`config.mk`:
```
export PLATFORM = sky130hd
export DESIGN_NAME = sum_accumulator
export DESIGN_NICKNAME = d
export VERILOG_FILES = /design/src/rtl/sum_accumulator.sv
export SDC_FILE = /design/constraint.sdc
export NUM_CORES = 1
export LEC_CHECK = 0
export CORE_MARGIN = 8
export CORE_UTILIZATION = 50
export DETAILED_ROUTE_END_ITERATION = 7
export PLACE_DENSITY = 0.75
export SLEW_MARGIN = 0
export SYNTH_ARGS = -nofsm -noshare
export SYNTH_HDL_FRONTEND = slang
export SYNTH_SLANG_ARGS = --single-unit
```
`constraint.sdc`:
```
create_clock -name clk -period 2.4 [get_ports clk]
set_input_delay 0.48 -clock clk [delete_from_list [all_inputs] [get_ports clk]]
set_output_delay 0.48 -clock clk [all_outputs]
set_load 0.1 [all_outputs]
```
`src/rtl/sum_accumulator.sv`:
```
// sum_accumulator
//   First registered stage after the 2-bit adder (Sumator). Accepts IN_W-bit
//   sums over a valid/ready handshake and accumulates N_SAMPLES of them. It
//   then presents the total, modulo 2^ACC_W, together with a sticky overflow
//   flag. The result stays on the outputs until the consumer takes it.
//
// Ports
//   clk        in          rising-edge clock
//   rst_n      in          asynchronous active-low reset
//   clear      in          synchronous abort: drop partial sum, return to IDLE
//   in_valid   in          in_data valid
//   in_ready   out         stage can accept in_data this cycle
//   in_data    in  IN_W    unsigned sum from the adder
//   out_valid  out         out_sum/out_ovf valid
//   out_ready  in          consumer accepts the result this cycle
//   out_sum    out ACC_W   accumulated total, modulo 2^ACC_W
//   out_ovf    out         a carry out of ACC_W occurred during this result
//   busy       out         high while accumulating or holding a result
module sum_accumulator #(
  parameter int IN_W      = 3,
  parameter int ACC_W     = 8,
  parameter int N_SAMPLES = 16
) (
  input  logic             clk,
  input  logic             rst_n,
  input  logic             clear,
  input  logic             in_valid,
  output logic             in_ready,
  input  logic [IN_W-1:0]  in_data,
  output logic             out_valid,
  input  logic             out_ready,
  output logic [ACC_W-1:0] out_sum,
  output logic             out_ovf,
  output logic             busy
);

  localparam int CNT_W = $clog2(N_SAMPLES + 1);

  localparam logic [1:0] S_IDLE = 2'd0;
  localparam logic [1:0] S_ACC  = 2'd1;
  localparam logic [1:0] S_HOLD = 2'd2;

  logic [1:0]       r_state;
  logic [ACC_W-1:0] r_acc;
  logic [CNT_W-1:0] r_cnt;
  logic             r_ovf;
  logic             r_rdy_en;
  logic             r_out_valid;
  logic [ACC_W-1:0] r_out_sum;
  logic             r_out_ovf;

  logic             w_accept;
  logic [ACC_W:0]   w_din_ext;
  logic [ACC_W:0]   w_base;
  logic [ACC_W:0]   w_sum;
  logic             w_ovf_next;
  logic [CNT_W-1:0] w_cnt_next;
  logic             w_last;

  // r_rdy_en holds in_ready low from reset assertion until the first clock
  // edge after release.
  assign in_ready  = r_rdy_en & (r_state != S_HOLD);
  assign w_accept  = in_valid & in_ready;
  assign out_valid = r_out_valid;
  assign out_sum   = r_out_sum;
  assign out_ovf   = r_out_ovf;
  assign busy      = (r_state != S_IDLE);

  // In IDLE the accumulator and overflow flag start fresh from this beat.
  assign w_din_ext  = {{(ACC_W + 1 - IN_W){1'b0}}, in_data};
  assign w_base     = (r_state == S_ACC) ? {1'b0, r_acc} : '0;
  assign w_sum      = w_base + w_din_ext;
  assign w_ovf_next = ((r_state == S_ACC) & r_ovf) | w_sum[ACC_W];
  assign w_cnt_next = r_cnt + CNT_W'(1);
  // r_cnt is 0 in IDLE, so N_SAMPLES==1 finishes on the first beat.
  assign w_last     = (r_cnt == CNT_W'(N_SAMPLES - 1));

  always_ff @(posedge clk or negedge rst_n) begin
    if (!rst_n) begin
      r_state     <= S_IDLE;
      r_acc       <= '0;
      r_cnt       <= '0;
      r_ovf       <= 1'b0;
      r_rdy_en    <= 1'b0;
      r_out_valid <= 1'b0;
      r_out_sum   <= '0;
      r_out_ovf   <= 1'b0;
    end else begin
      r_rdy_en <= 1'b1;
      if (clear) begin
        r_state     <= S_IDLE;
        r_acc       <= '0;
        r_cnt       <= '0;
        r_ovf       <= 1'b0;
        r_out_valid <= 1'b0;
        r_out_sum   <= '0;
        r_out_ovf   <= 1'b0;
      end else begin
        case (r_state)
          S_IDLE, S_ACC: begin
            if (w_accept) begin
              r_acc <= w_sum[ACC_W-1:0];
              r_ovf <= w_ovf_next;
              r_cnt <= w_cnt_next;
              if (w_last) begin
                r_state     <= S_HOLD;
                r_out_valid <= 1'b1;
                r_out_sum   <= w_sum[ACC_W-1:0];
                r_out_ovf   <= w_ovf_next;
              end else begin
                r_state <= S_ACC;
              end
            end
          end
          S_HOLD: begin
            if (out_ready) begin
              r_state     <= S_IDLE;
              r_acc       <= '0;
              r_cnt       <= '0;
              r_ovf       <= 1'b0;
              r_out_valid <= 1'b0;
              r_out_sum   <= '0;
              r_out_ovf   <= 1'b0;
            end
          end
          default: begin
            r_state <= S_IDLE;
          end
        endcase
      end
    end
  end

endmodule

```
==> impl_metrics.py <==
metrics = {
    "power": {
        "peakVddDrop_mv": 0.382,
        "p_int_uw": 594,
        "seqPwrFrac_pct": 55.7,
        "p_leak_nw": 0.836,
        "p_comb_share_pct": 20.7,
        "swShare_pct": 31.0,
        "p_per_area_nw_per_um2": 487,
        "power_frac_clock_pct": 23.7,
        "power_switching_uw": 267,
    },
    "timing": {
        "holdWs_ns": 0.487,
        "setup_viol": 0,
        "rsz0062_at_grt": "no",
        "period_share_pct": 90.8,
        "finalCriticalPeriod_ns": 2.18,
        "clock_skew_ns": 0.00244,
        "maxClockFrequency_ghz": 0.459,
        "fin_tns_setup_ns": 0,
        "slew_viol_final": 0,
        "final-hold-violation-count": 0,
    },
    "placement": {
        "place_inst": 204,
        "portBuffers": 19,
        "hpwl_um": 2480,
        "gp_congestion": 0.886,
    },
    "final_layout": {
        "postLayoutCoreUtil_pct": 63.6,
        "fin_cells": 208,
        "nNetsFinal": 192,
        "syn2layout_area_growth_pct": 19.8,
        "drive_above_1_share_pct": 22.0,
        "antennaDiodeCount": 0,
    },
    "cts": {
        "cts_buffers": 3,
        "clk_latency_ns": 0.33,
        "htree_levels": 1,
        "clkSinkCount": 27,
        "cts_tree": "built",
        "cts_setup_buffers": 0,
        "cts_max_path_buffers": 2,
        "cts_root_buf": "clkbuf_4",
        "clk_pin_slew_ns": 0.15,
    },
    "synth": {
        "async_flop_share_pct": 100,
        "syn_area_per_cell_um2": 9.90,
        "synth.most_common_cell": "dfrtp_1",
        "synthesis.nets": 163,
        "postSynthCellCount": 149,
        "netlist.area_leader.share_pct": 45.8,
        "synth_edf_count": 0,
        "synth-seq-cells": 27,
        "synthFlopType": "dfrtp_1",
        "synthTopCellsByCount": "dfrtp_1, nand2_1, o21ai_0",
        "synth_cell_types": 44,
        "synthesis.area_um2": 1480,
        "synth-seq-area-share_pct": 45.8,
        "yosysTopAreaCell": "dfrtp_1",
        "ys_top_cells_by_area": "dfrtp_1, nand2_1, o21ai_0",
        "synth_warnings": 0,
    },
    "setup_path": {
        "worstSetupStartpointType": "flop",
        "crit_required_ns": 2.64,
        "worstSetupPathType": "reg2reg",
        "cp_max_fo": 4,
        "cp.arrival_ns": 2.42,
        "reg2reg_depth": 8,
        "cp-end-kind": "flop",
    },
    "die": {
        "die_w_um": 70.3,
        "core_area_um2": 2780,
        "io_pins": 20,
        "rows": 19,
        "initial_core_util_pct": 53.0,
        "die_area_um2": 4940,
        "die_y_um": 70.3,
    },
    "global_routing": {
        "antenna_found_initial": 0,
        "grt_pass1_vias": 1260,
        "grt_usage_pct": 13.3,
        "overflow": 0,
        "grt_first_pass_wirelength_um": 5600,
        "grt_max_degree": 28,
    },
    "detailed_routing": {
        "wirelength_um": 3170,
        "first_pass_iters": 4,
        "ant_nets": 0,
        "drc": 0,
        "wl_per_cell_um": 15.2,
        "vias": 1212,
        "vias_per_cell": 5.83,
        "drt_first_iter_violations": 40,
    },
    "outcome": {
        "run_status": "complete, no violations",
    },
    "flow_run": {
        "cap_viol_max_count": 0,
    },
    "hold_path": {
        "hold_class": "in2async",
    },
}
[routing by layer]
metal / wire, um / part of all wire [%] / GRT usage [%]
met4: 84 / 2.7 / 6.25
met2: 1540 / 49 / 22.9
met3: 142 / 4.5 / 2.68
met1: 1400 / 44 / 15.3
met5: 0 / 0 / 0
[critical path, cell delays in order, from the launching register on]
cell     delay (ns)
dfrtp_1        0.40
nor2b_2        0.18
and2_1         0.16
ha_1           0.21
fa_1           0.41
a21o_1         0.20
nand4_1        0.16
o21ai_0        0.15
a22o_1         0.21
[what timing repair did]
item,4_1_cts,5_1_grt
endpoints found under the setup margin,0,1
hold buffers,0,0
gates resized for setup,0,1
[final timing paths]
kind                                  from    endpoint  slack, ns
worst max-delay path            r_state[0]       r_ovf       0.22
min in group clk                 out_valid   out_valid       0.49
worst min register to register   out_valid   out_valid       0.49
worst max register to register  r_state[0]       r_ovf       0.22
worst min-delay path                 rst_n  out_sum[4]       0.49
max in group asynchronous            rst_n    r_acc[4]       1.65
[power by group through the flow]
stage          Combinational, mW  Sequential (mW)  Clock (mW)
6_report                   0.178            0.480       0.204
2_1_floorplan             0.0754            0.526           0
5_1_grt                    0.191            0.483       0.223
3_5_place_dp               0.179            0.489           0
4_1_cts                    0.179            0.480       0.212
3_3_place_gp               0.175            0.488           0
[registers in the layout, indices dropped and copies added, names as in the netlist]
name and flops:
r_acc 8, r_cnt 5, out_valid 1, r_ovf 1
r_state 2, r_rdy_en 1, out_ovf 1, out_sum 8
[kinds of logic (layout without fill, tap and decap cells)]
group	Yosys count	count (layout)	synth area share, %
AO/OA/AOI/OAI	37	37	18.3
adder cells (fa/ha/maj)	6	6	5.60
flip-flops	27	27	45.8
AND/OR/NAND/NOR	57	57	20.3
XOR/XNOR	7	7	4.16
multiplexers	2	2	1.53
buffers and inverters	12	40	4.07
other	1	1	0.254
[metrics by stage]
step	area (um^2)	setup slack [ns]	power [mW]
2_1_floorplan	1480	0.151	0.601
3_3_place_gp	1740	0.0809	0.663
3_5_place_dp	1740	0.00800	0.667
4_1_cts	1770	0.157	0.871
5_1_grt	1770	0.0822	0.896
6_report	1770	0.220	0.862
[area by class of cell]
type                       instances  area [um^2]
inverter                           5         18.8
sequential                        27          676
timing repair buffer              31          263
fill                             224         1010
clock buffer                       3         22.5
clock inverter                     1         5.00
multi-input combinational        110          744
tap                               31         38.8
[placed cells by master, fill, tap and decap left out, types with 2 or more instances in the layout]
| cell | n |
|---|---|
| a21o_1 | 3 |
| a21oi_1 | 4 |
| a22o_1 | 5 |
| a31oi_1 | 2 |
| and2_1 | 6 |
| and3_1 | 2 |
| buf_4 | 23 |
| clkbuf_4 | 3 |
| clkdlybuf4s50_1 | 7 |
| dfrtp_1 | 27 |
| ha_1 | 5 |
| inv_1 | 4 |
| nand2_1 | 20 |
| nand3_1 | 2 |
| nand4_1 | 2 |
| nor2_1 | 6 |
| nor2b_1 | 3 |
| nor2b_2 | 2 |
| nor3_1 | 5 |
| o21ai_0 | 13 |
| o22ai_1 | 2 |
| or2_2 | 2 |
| xnor2_1 | 6 |
(Power assumes the default switching activity.)
